--- config.mk ---
export PLATFORM = sky130hd
export DESIGN_NAME = regfile_sb
export DESIGN_NICKNAME = d
export VERILOG_FILES = /design/src/rtl/regfile_pkg.sv /design/src/rtl/regfile_sb_scoreboard.sv /design/src/rtl/regfile_sb.sv
export SDC_FILE = /design/constraint.sdc
export NUM_CORES = 1
export LEC_CHECK = 0
export BUFFER_PORTS_ARGS = -buffer_cell sky130_fd_sc_hd__buf_2
export CAP_MARGIN = 20
export CORE_AREA = 2 2 175 177
export DETAILED_ROUTE_END_ITERATION = 7
export DIE_AREA = 0 0 177 179
export GPL_ROUTABILITY_DRIVEN = 0
export PLACE_DENSITY_LB_ADDON = 0.3
export SKIP_LAST_GASP = 1
export SLEW_MARGIN = 20
export SYNTH_ARGS = -nofsm -noshare
export SYNTH_HDL_FRONTEND = slang
export SYNTH_SLANG_ARGS = --single-unit
--- constraint.sdc ---
create_clock -name clk -period 6.6 [get_ports clk]
set_input_delay 0.99 -clock clk [delete_from_list [all_inputs] [get_ports clk]]
set_output_delay 0.99 -clock clk [all_outputs]
set_load 0.05 [all_outputs]
--- src/rtl/regfile_pkg.sv ---
// Shared constants for the regfile_sb register file: stack-pointer op encodings,
// x86 register indices and default geometry.
package regfile_pkg;

  localparam int DEFAULT_DATA_W = 32;
  localparam int DEFAULT_NREGS  = 8;

  localparam logic [1:0] SP_IDLE = 2'b00;
  localparam logic [1:0] SP_LOAD = 2'b01;
  localparam logic [1:0] SP_ADD  = 2'b10;

  localparam int EAX = 0;
  localparam int ECX = 1;
  localparam int EDX = 2;
  localparam int EBX = 3;
  localparam int ESP = 4;
  localparam int EBP = 5;
  localparam int ESI = 6;
  localparam int EDI = 7;

endpackage

--- src/rtl/regfile_sb_scoreboard.sv ---
// Per-register busy bits: set by alloc, cleared by writeback or stack-pointer update.
// Updates land at the rising edge; a same-cycle set beats a clear.
module regfile_sb_scoreboard #(
  parameter int NREGS  = regfile_pkg::DEFAULT_NREGS,
  parameter int ADDR_W = $clog2(NREGS),
  parameter int SP_IDX = regfile_pkg::ESP
) (
  input  logic              clk,
  input  logic              n_rst,
  input  logic              set_en,
  input  logic [ADDR_W-1:0] set_a,
  input  logic              clr_en,
  input  logic [ADDR_W-1:0] clr_a,
  input  logic              clr_sp,
  output logic [NREGS-1:0]  busy_vec
);

  localparam logic [ADDR_W-1:0] SP_A = SP_IDX[ADDR_W-1:0];

  logic [NREGS-1:0] busy_nxt;

  always_comb begin
    busy_nxt = busy_vec;
    if (clr_en) busy_nxt[clr_a] = 1'b0;
    if (clr_sp) busy_nxt[SP_A]  = 1'b0;
    // Reservation is applied last so a new in-flight producer is never lost.
    if (set_en) busy_nxt[set_a] = 1'b1;
  end

  always_ff @(posedge clk or negedge n_rst) begin
    if (!n_rst) busy_vec <= '0;
    else        busy_vec <= busy_nxt;
  end

endmodule

--- src/rtl/regfile_sb.sv ---
// Register file with two combinational read ports, one write port, stack-pointer load/add port
// and busy scoreboard; writes at the clk edge, no backpressure. REGFILE_BYPASS_EN forwards same-cycle writes to reads.
module regfile_sb
  import regfile_pkg::*;
#(
  parameter int                DATA_W    = DEFAULT_DATA_W,
  parameter int                NREGS     = DEFAULT_NREGS,
  parameter int                ADDR_W    = $clog2(NREGS),
  parameter logic [DATA_W-1:0] RESET_VAL = 1,
  parameter int                SP_IDX    = ESP
) (
  input  logic                    clk,
  input  logic                    n_rst,
  input  logic [ADDR_W-1:0]       ra1,
  input  logic [ADDR_W-1:0]       ra2,
  output logic [DATA_W-1:0]       rd1,
  output logic [DATA_W-1:0]       rd2,
  output logic                    rdy1,
  output logic                    rdy2,
  input  logic                    we,
  input  logic [ADDR_W-1:0]       wa,
  input  logic [DATA_W-1:0]       wd,
  input  logic [1:0]              sp_op,
  input  logic [DATA_W-1:0]       spd,
  output logic [DATA_W-1:0]       resp,
  input  logic                    alloc_en,
  input  logic [ADDR_W-1:0]       alloc_a,
  output logic [NREGS-1:0]        busy_vec,
  output logic [NREGS*DATA_W-1:0] rf_flat
);

  localparam logic [ADDR_W-1:0] SP_A = SP_IDX[ADDR_W-1:0];

  logic [DATA_W-1:0] rf [NREGS];
  logic              sp_act;
  logic [DATA_W-1:0] sp_nxt;
  logic              gen_we;

  // Reserved encoding 11 behaves as idle.
  assign sp_act = (sp_op == SP_LOAD) || (sp_op == SP_ADD);
  assign sp_nxt = (sp_op == SP_LOAD) ? spd : rf[SP_A] + spd;
  assign gen_we = we && !(sp_act && (wa == SP_A));

  always_ff @(posedge clk or negedge n_rst) begin
    if (!n_rst) begin
      for (int i = 0; i < NREGS; i++) rf[i] <= RESET_VAL;
    end else begin
      if (gen_we) rf[wa]   <= wd;
      if (sp_act) rf[SP_A] <= sp_nxt;
    end
  end

  regfile_sb_scoreboard #(
    .NREGS  (NREGS),
    .ADDR_W (ADDR_W),
    .SP_IDX (SP_IDX)
  ) u_sb (
    .clk      (clk),
    .n_rst    (n_rst),
    .set_en   (alloc_en),
    .set_a    (alloc_a),
    .clr_en   (we),
    .clr_a    (wa),
    .clr_sp   (sp_act),
    .busy_vec (busy_vec)
  );

  always_comb begin
    rd1  = rf[ra1];
    rdy1 = !busy_vec[ra1];
    rd2  = rf[ra2];
    rdy2 = !busy_vec[ra2];
`ifdef REGFILE_BYPASS_EN
    if (sp_act && (ra1 == SP_A)) begin
      rd1  = sp_nxt;
      rdy1 = 1'b1;
    end else if (we && (wa == ra1)) begin
      rd1  = wd;
      rdy1 = 1'b1;
    end
    if (sp_act && (ra2 == SP_A)) begin
      rd2  = sp_nxt;
      rdy2 = 1'b1;
    end else if (we && (wa == ra2)) begin
      rd2  = wd;
      rdy2 = 1'b1;
    end
`endif
  end

  assign resp = rf[SP_A];

  for (genvar g = 0; g < NREGS; g++) begin : g_flat
    assign rf_flat[g*DATA_W +: DATA_W] = rf[g];
  end

endmodule

==> impl_metrics.csv, run 1 <==
group,metric,value,unit
outcome,status,"complete, no violations",
global_route,grt_overflow,0,
clock_network,cts.root.buffer_cell,"clkbuf_16",
final_layout,fin_nets,1708,
synthesis,ys_types,58,
final_layout,drive_above_1_share,58.7,%
timing,final.setup.tns,0,ns
detailed_routing,postRouteAntennaNets,0,
synthesis,seq_area_frac_synth,41.3,%
placement,hpwlAfterDp,37200,um
synthesis,ys_warn_count,0,
detailed_routing,drc,0,
floorplan,dieArea,31700,um^2
global_route,antenna_found_initial,4,
synthesis,synth_enable_flop_cells,0,
timing,fin_worst_skew,0.00630,ns
clock_network,cts_made_buffers,29,
global_route,grt_pass1_wl,76500,um
setup_path,end_kind,"primary output",
clock_network,clock_latency,0.55,ns
timing,fmax,0.246,GHz
worst_hold_path,hp-class,"input port to async pin",
synthesis,synth_cells,1217,
global_route,grt_pass1_vias,12462,
setup_path,crit_arrival,3.08,ns
setup_path,crit_path_start_kind,"input port",
floorplan,die_w,177,um
floorplan,rows,64,
clock_network,cts.sinks,264,
clock_network,h-tree-depth,1,
detailed_routing,wirelength,52100,um
synthesis,synthTopCellsByCount,"mux2_2, dfrtp_1, mux4_2",
pwr,ir_drop,0.341,mV
final_layout,fin_util,64.0,%
detailed_routing,drt_iter0_markers,833,
placement,port_buffers,443,
synthesis,synthesis.nets,1332,
timing,finalCritPeriodShare,61.6,%
setup_path,worstPathRequired,5.61,ns
synthesis,synth_area_leaders,"dfrtp_1, mux2_2, mux4_2",
synthesis,synth-seq-cells,264,
floorplan,core,30000,um^2
global_route,grt_max_degree,77,
pwr,p_per_area,486,nW/um^2
timing,worstMarginPinSlew,1.19,ns
clock_network,ctsHoldBuffers,0,
synthesis,ys.flop_type,"dfrtp_1",
detailed_routing,dr.pass1.iters,6,
clock_network,cts_tree,"done",
synthesis,async_flop_share,100,%
synthesis,netlist.area_leader.share,40.0,%
floorplan,initial_core_util,53.3,%
clock_network,clk_pin_slew,0.06,ns
timing,min_period,4.07,ns
pwr,p_leak,8.70,nW
timing,slew_headroom,20.9,%
timing,finalMaxSlewViolations,0,
synthesis,synth.most_common_cell,"mux2_2",
setup_path,critPathMaxFanout,28,
timing,hold_viol,0,
setup_path,path_class,"input port to primary output",
synthesis,synth_top_area_cell,"dfrtp_1",
run,cap_viol_max_count,0,
detailed_routing,vias_per_cell,6.29,
detailed_routing,vias,12667,
clock_network,cts_setup_buffers,0,
floorplan,die_y,179,um
synthesis,avgSynthCellArea,13.2,um^2
clock_network,cts_max_path_buffers,3,
timing,rsz0062_at_grt,"false",
global_route,grt_usage,32.1,%
floorplan,boundaryPins,444,
final_layout,syn_to_final_growth,20.1,%
timing,setup_viol,0,
synthesis,syn_area,16000,um^2
detailed_routing,wire_per_inst,25.9,um
clock_network,cts_resized,0,
==> power breakdown <==
group          leakage, nW  switching [mW]  total [mW]  internal [mW]
logic                 5.13            3.57        5.19           1.61
registers             3.14           0.619        2.66           2.04
clock network        0.434           0.658        1.49          0.835
==> cell families after synthesis <==
family	count (synthesis)	share of synthesized area, %
buffers and inverters	132	3.89
AO/OA/AOI/OAI	153	6.50
flip-flops	264	41.3
XOR/XNOR	28	1.53
AND/OR/NAND/NOR	182	4.97
multiplexers	425	39.2
adder cells (fa/ha/maj)	33	2.63
==> critical path: stages <==
cell	delay, ns
buf_4	0.45
buf_4	0.53
mux4_2	0.57
mux2_2	0.28
buf_2	0.21
==> area by class of cell <==
cell class                      instances  area [um^2]
Antenna cell                            5         12.5
Clock buffer                           38          790
Clock inverter                         12         67.6
Fill cell                            2363        10800
Inverter                               13         48.8
Multi-Input combinational cell        821         8800
Sequential cell                       264         6620
Tap cell                              396          495
Timing Repair Buffer                  464         2390
==> through the flow <==
step | setup slack (ns) | instance area, um^2 | hold slack (ns) | total power [mW] | std cells
finish | 2.53 | 19200 | 0.383 | 9.33 | 2013
global route | 2.37 | 19200 | 0.446 | 9.73 | 2012
CTS | 2.47 | 19200 | 0.418 | 9.32 | 2008
detailed placement | 2.47 | 18400 | 0.527 | 7.81 | 1958
global placement | 2.54 | 18400 | 0.525 | 7.72 | 1958
floorplan | 2.45 | 16000 | 0.624 | 6.62 | 1217
==> per-layer routing <==
| metal | wire [um] | global-route usage (%) | part of all wire [%] | up-vias |
|---|---|---|---|---|
| li1 | - | - | - | 5390 |
| met1 | 21500 | 44.9 | 41 | 6556 |
| met2 | 24600 | 50.5 | 47 | 615 |
| met3 | 4370 | 6.74 | 8.4 | 106 |
| met4 | 1670 | 10.5 | 3.2 | 0 |
| met5 | 0 | 0 | 0 | - |
==> flip-flops by register name (all words and copies together) (netlist names) <==
signal / flops
rf_flat: 224
u_sb.busy_vec: 8
resp: 32
==> path summary, 6_finish.rpt <==
path,start,to,slack (ns),cells past startpoint
setup / recovery,ra1[0],rd1[29],2.53,5
hold / removal,n_rst,resp[1],0.38,1
setup reg to reg,resp[0],resp[28],3.50,11
hold reg to reg,rf_flat[28],rf_flat[28],0.55,1
max in group asynchronous,n_rst,resp[8],4.75,2
min in group clk,rf_flat[28],rf_flat[28],0.55,1
==> cells in the final DEF (no fill, tap or decap), types with 3 or more instances in the layout <==
master,Yosys,layout
mux2i_1,4,4
a21o_1,16,16
xor2_1,15,15
nor2_1,30,30
clkbuf_16,0,29
inv_1,13,13
clkinv_2,0,10
ha_1,32,31
o21a_1,7,7
a21oi_1,30,30
a31oi_1,22,22
clkbuf_8,0,3
nand4_1,6,6
nand2b_1,5,5
a211o_1,3,3
dfrtp_1,256,256
mux4_2,132,132
xnor2_1,13,13
and2_1,3,3
buf_2,6,438
diode_2,0,5
nor3_1,7,5
o22ai_1,5,5
a211oi_1,19,19
nor2b_1,6,6
a21boi_0,4,4
nand2_1,99,99
clkbuf_1,64,6
buf_4,32,25
mux2_2,288,288
nand3_1,16,14
o21ai_0,21,21
dfstp_2,8,8
(Power assumes the default switching activity.)
==> run 2, diff against run 1 <==
- CORE_AREA: 2 2 175 177 -> unset
- CORE_UTILIZATION: unset -> 48
- DIE_AREA: 0 0 177 179 -> unset
- clock period: 6.6 -> 3.5 ns (I/O delays scaled with it)
==> run 2 against run 1 <==
Effect of this change: flip-flop and latch count stayed put; combinational power is 93% higher; via count decreased by 0.43%; sequential power increased by 82%; count of clock-buffer cells in the layout rose by 4; wire length up 1.3%; sequential share of layout area fell by 0.70 points; clock power is 100% higher; critical path depth rose by 6; clock skew increased by 0.0085 ns; critical endpoint is now resp[28]; largest cell class unchanged.
==> impl_metrics.csv, run 2 (synthesis gave the netlist of run 1 again) <==
group,metric,value,unit
outcome,status,"complete, no violations",
final_layout,layout_common_cells,"buf_2, mux2_2, dfrtp_1, mux4_2, nand2_1",
timing,finalMaxSlewViolations,0,
global_route,met1_usage,42.3,%
clock_network,cts_setup_buffers,0,
floorplan,die_w,185,um
global_route,top_usage_layer,"met2",
placement,place_ws,0.219,ns
final_layout,stdcell_count,2077,
timing,rsz0062_at_grt,"false",
detailed_routing,vias_per_cell,6.07,
timing,setup_viol,0,
placement,dp.cells,2018,
floorplan,initial_core_util,49.0,%
floorplan,rows,66,
clock_network,cts_tree,"done",
global_route,grt_pass1_wl,78400,um
timing,finalCritPeriodShare,86.7,%
clock_network,clock_latency,0.56,ns
global_route,grt_use_met3,6.03,%
timing,final.setup.tns,0,ns
clock_network,cts.root.buffer_cell,"clkbuf_16",
worst_hold_path,hp-class,"input port to flip-flop",
setup_path,max_stage_delay,0.41,ns
clock_network,cts_max_path_buffers,3,
timing,fin_worst_skew,0.0148,ns
timing,setup_ws,0.467,ns
timing,min_period,3.03,ns
pwr,ir_drop,0.609,mV
detailed_routing,drt_iter0_markers,763,
clock_network,h-tree-depth,1,
detailed_routing,wirelength,52700,um
final_layout,fin_util,60.0,%
global_route,grt_usage,30.9,%
setup_path,worstPathRequired,3.99,ns
run,cap_viol_max_count,0,
floorplan,die_y,185,um
detailed_routing,drc,0,
floorplan,core,32700,um^2
timing,fmax,0.330,GHz
setup_path,end_kind,"flip-flop",
detailed_routing,vias,12612,
setup_path,crit_arrival,3.52,ns
global_route,antenna_found_initial,6,
detailed_routing,dr.pass1.iters,6,
setup_path,crit_family,"compound AO/OA/AOI/OAI gates",
timing,hold_viol,0,
setup_path,critPathMaxFanout,6,
placement,hpwlAfterDp,37700,um
global_route,grt_max_degree,85,
global_route,grt_pass1_vias,12575,
placement,placed_cell_area,18700,um^2
clock_network,cts.sinks,264,
final_layout,fin_nets,1723,
global_route,grt_util_met2,49.2,%
setup_path,worstPathCellList,"ha_1 > fa_1 > a21oi_1 > o22ai_1 > o311ai_2 > o31a_1 > a21o_1 > o211ai_2 > o211ai_1 > mux2_1 > nor2_1",
setup_path,path_class,"flip-flop to flip-flop",
global_route,grt_overflow,0,
pwr,p_per_area,908,nW/um^2
placement,port_buffers,443,
detailed_routing,wire_per_inst,25.4,um
pwr,p_leak,8.86,nW
floorplan,dieArea,34100,um^2
floorplan,boundaryPins,444,
setup_path,crit_path_start_kind,"flip-flop",
final_layout,final_common_cell,"buf_2",
clock_network,clk_pin_slew,0.06,ns
detailed_routing,postRouteAntennaNets,0,
final_layout,stdcell_area,19600,um^2
final_layout,drive_above_1_share,59.2,%
setup_path,path_buf_inv,0,
setup_path,slowest_stage,"dfstp_2",
final_layout,syn_to_final_growth,22.6,%
timing,slew_headroom,50.5,%
final_layout,largest_reg_flops,224,
clock_network,cts_made_buffers,29,
timing,worstMarginPinSlew,0.743,ns
-- run 2: cell count changes in the layout (fill, tap and decap cells not counted), moves of 2 or more --
cell,delta
clkbuf_1,-2
diode_2,+2
clkbuf_8,+6
buf_12,+12
clkinv_2,-3
buf_4,+2
-- run 2: timing repair --
action / in CTS / in global routing
resized for setup: 0 / 0
hold buffers: 1 / 0
endpoints found under the hold margin: 24 / 0
-- run 2: area by class of cell --
class | instances | area [um^2]
Fill cell | 2684 | 13100
Clock inverter | 9 | 62.6
Timing Repair Buffer | 479 | 2660
Clock buffer | 42 | 865
Sequential cell | 264 | 6620
Multi-Input combinational cell | 821 | 8800
Antenna cell | 7 | 17.5
Tap cell | 442 | 553
Inverter | 13 | 48.8
-- run 2: path summary, 6_finish.rpt --
path,from,end,slack [ns],cells after the start
max,resp[0],resp[28],0.47,11
max reg2reg,resp[0],resp[28],0.47,11
min,spd[26],resp[26],0.23,3
min reg2reg,rf_flat[116],rf_flat[116],0.55,1
max in group asynchronous,n_rst,rf_flat[183],2.09,3
min in group asynchronous,n_rst,rf_flat[162],0.54,2
-- run 2: metal layers --
metal  routed length (um)  vias up
li1                     -     5426
met1                22000     6510
met2                25100      570
met3                 3820      106
met4                 1840        0
met5                    0        -
-- run 2: tightest hold or removal path: stages --
cell and delay, ns:
buf_2 0.09, a222oi_1 0.08, inv_1 0.05
-- run 2: report_power, final --
group	total (mW)	internal (mW)	leakage, nW	switching, mW
logic	10.0	3.12	5.26	6.88
registers	4.83	3.84	3.14	0.986
clock network	2.98	1.71	0.464	1.27
total	17.8	8.67	8.86	9.14
-- run 2: through the flow --
step	hold slack [ns]	power, mW
2_1_floorplan	0.229	12.5
3_3_place_gp	0.523	14.7
3_5_place_dp	0.530	14.8
4_1_cts	0.208	17.8
5_1_grt	0.233	18.6
6_report	0.232	17.8
==> run 3, diff against run 2 <==
- CORE_AREA: unset -> 2 2 170 172
- CORE_UTILIZATION: 48 -> unset
- DIE_AREA: unset -> 0 0 172 174
- SYNTH_HIERARCHICAL: unset -> 1
- clock period: 3.5 -> 3.9 ns (I/O delays scaled with it)
==> run 3 against run 2 <==
Effect of this change: fmax down 5.6%; clock power down 3%; first-iteration DRC count up 26%; flip-flop and latch count unchanged; synthesized area up 0.89%; non-clock buffer count down 12.
==> impl_metrics.csv, run 3 <==
group,metric,value,unit
synthesis,synth_adder_area_share,2.60,%
global_route,grt_pass1_vias,12406,
floorplan,dieArea,29900,um^2
setup_path,max_stage_delay,0.47,ns
final_layout,fin_nets,1720,
clock_network,ctsHoldBuffers,0,
final_layout,final_common_cell,"buf_2",
detailed_routing,dr.pass1.iters,5,
detailed_routing,wirelength,47100,um
synthesis,syn_area,16200,um^2
synthesis,synth_area_leaders,"dfrtp_1, mux2_2, mux4_2",
synthesis,ys_types,61,
setup_path,worstPathRequired,4.28,ns
synthesis,synth-seq-cells,264,
detailed_routing,vias_per_cell,6.24,
setup_path,crit_arrival,3.59,ns
timing,setup_viol,0,
clock_network,cts_made_buffers,28,
synthesis,synthXorXnorAreaFrac,1.41,%
placement,placed_cell_area,18500,um^2
timing,final.setup.tns,0,ns
pwr,ir_drop,0.648,mV
setup_path,end_kind,"flip-flop",
timing,min_period,3.21,ns
outcome,status,"complete, no violations",
detailed_routing,postRouteAntennaNets,0,
setup_path,slowest_stage,"o31ai_2",
global_route,grt_max_degree,96,
setup_path,crit_path_start_kind,"flip-flop",
final_layout,stdcell_area,19600,um^2
synthesis,ys.flop_type,"dfrtp_1",
global_route,met1_usage,40.5,%
placement,hpwlAfterDp,32800,um
pwr,p_leak,8.78,nW
synthesis,yosys.area_share.simple,5.44,%
final_layout,largest_reg_flops,224,
global_route,grt_util_met2,52.0,%
synthesis,synth_compound_area_share,6.70,%
floorplan,die_w,172,um
floorplan,initial_core_util,57.2,%
clock_network,cts.sinks,264,
setup_path,worstPathCellList,"ha_1 > fa_1 > a21oi_1 > o22ai_1 > o31ai_2 > o31a_1 > o21ai_0 > a311oi_1 > xor2_1 > o21ai_0 > a21boi_0",
timing,worstMarginPinSlew,1.06,ns
detailed_routing,drt_iter0_markers,958,
floorplan,boundaryPins,444,
worst_hold_path,hp-class,"input port to async pin",
final_layout,drive_above_1_share,59.0,%
final_layout,layout_common_cells,"buf_2, mux2_2, dfrtp_1, mux4_2, nand2_1",
clock_network,clk_pin_slew,0.06,ns
timing,fmax,0.311,GHz
synthesis,synthTopCellsByCount,"mux2_2, dfrtp_1, mux4_2",
clock_network,cts.root.buffer_cell,"clkbuf_16",
synthesis,synthesis.nets,1340,
timing,finalMaxSlewViolations,0,
synthesis,async_flop_share,100,%
setup_path,path_class,"flip-flop to flip-flop",
global_route,antenna_found_initial,12,
clock_network,h-tree-depth,1,
pwr,p_per_area,816,nW/um^2
detailed_routing,drc,0,
global_route,grt_use_met3,5.58,%
floorplan,core,28200,um^2
synthesis,synth_enable_flop_cells,0,
global_route,grt_pass1_wl,71500,um
synthesis,synth.most_common_cell,"mux2_2",
placement,port_buffers,443,
global_route,top_usage_layer,"met2",
global_route,grt_overflow,0,
synthesis,avgSynthCellArea,13.2,um^2
run,cap_viol_max_count,0,
timing,rsz0062_at_grt,"false",
synthesis,synth_top_area_cell,"dfrtp_1",
synthesis,ys_warn_count,6,
timing,finalCritPeriodShare,82.3,%
detailed_routing,vias,12593,
floorplan,die_y,174,um
clock_network,cts_setup_buffers,0,
synthesis,synthMuxAreaShare,39.1,%
clock_network,cts_resized,0,
timing,hold_viol,0,
detailed_routing,wire_per_inst,23.3,um
global_route,grt_usage,30.9,%
setup_path,critPathMaxFanout,6,
synthesis,synth_cells,1225,
final_layout,syn_to_final_growth,21.2,%
synthesis,seq_area_frac_synth,41.0,%
timing,slew_headroom,29.6,%
clock_network,cts_tree,"done",
floorplan,rows,62,
synthesis,netlist.area_leader.share,39.7,%
clock_network,clock_latency,0.56,ns
timing,fin_worst_skew,0.0192,ns
setup_path,cpMostUsedCell,"o21ai_0",
clock_network,cts_max_path_buffers,3,
synthesis,synth_top_family_by_area,"multiplexers",
-- run 3: changes by cell type in the layout (fill, tap and decap cells not counted), moves of 5 or more --
cell,delta
bufinv_16,+5
clkbuf_8,-5
o21a_1,-7
buf_12,-8
nand4b_1,+5
a21oi_1,+9
nand2_1,-23
nand3_1,+7
-- run 3: worst paths after layout --
path	from	slack (ns)	endpoint	cells past startpoint
hold reg to reg	rf_flat[200]	0.55	rf_flat[200]	1
min in group clk	alloc_a[0]	0.32	u_sb/busy_vec[7]	3
max in group asynchronous	n_rst	2.87	rf_flat[72]	2
setup / recovery	resp[0]	0.69	resp[20]	11
setup reg to reg	resp[0]	0.69	resp[20]	11
hold / removal	n_rst	0.02	rf_flat[97]	1
-- run 3: worst max-delay path, delay by kind of cell, from the launching register on --
| family | cells | cell delay [ns] |
|---|---|---|
| adders and majority gates | 2 | 0.62 |
| DFF | 1 | 0.40 |
| xor gates and xnor gates | 1 | 0.17 |
| AOI/OAI and AO/OA | 8 | 1.84 |
-- run 3: stage by stage --
step	std cells	util [%]	hold WS [ns]	worst slack, ns	power [mW]
after global routing	2018	69.3	0.111	0.469	16.7
after CTS	2010	69.2	0.0741	0.699	16.0
after floorplan	1225	-	0.289	0.827	11.2
after detailed placement	1959	65.7	0.521	0.412	13.1
final	2019	69.3	0.0174	0.689	16.0
after global placement	1959	65.7	0.515	0.461	12.9
-- run 3: cell type report --
type / count / area [um^2]
Sequential cell: 264 / 6620
Fill cell: 2113 / 8660
Tap cell: 384 / 480
Timing Repair Buffer: 467 / 2470
Multi-Input combinational cell: 832 / 8940
Antenna cell: 9 / 22.5
Clock inverter: 14 / 213
Clock buffer: 37 / 796
Inverter: 12 / 45.0
-- run 3: layer usage --
layer,routed length (um),vias up
li1,-,5455
met1,18500,6467
met2,23700,560
met3,3250,107
met4,1580,4
met5,31,-
-- run 3: cells by family (layout without fill, tap and decap cells) --
| family | Yosys count | after routing |
|---|---|---|
| muxes | 429 | 429 |
| DFF | 264 | 264 |
| and+or+nand+nor | 182 | 182 |
| AOI/OAI and AO/OA | 162 | 162 |
| buffers and inverters | 129 | 530 |
| adders and majority gates | 33 | 33 |
| xor gates and xnor gates | 26 | 26 |
| other | 0 | 9 |
-- run 3: where the power goes --
group	internal [mW]	total, mW	switching, mW
clock network	1.77	2.90	1.14
registers	3.45	4.35	0.905
logic	2.76	8.73	5.97
total	7.97	16.0	8.01
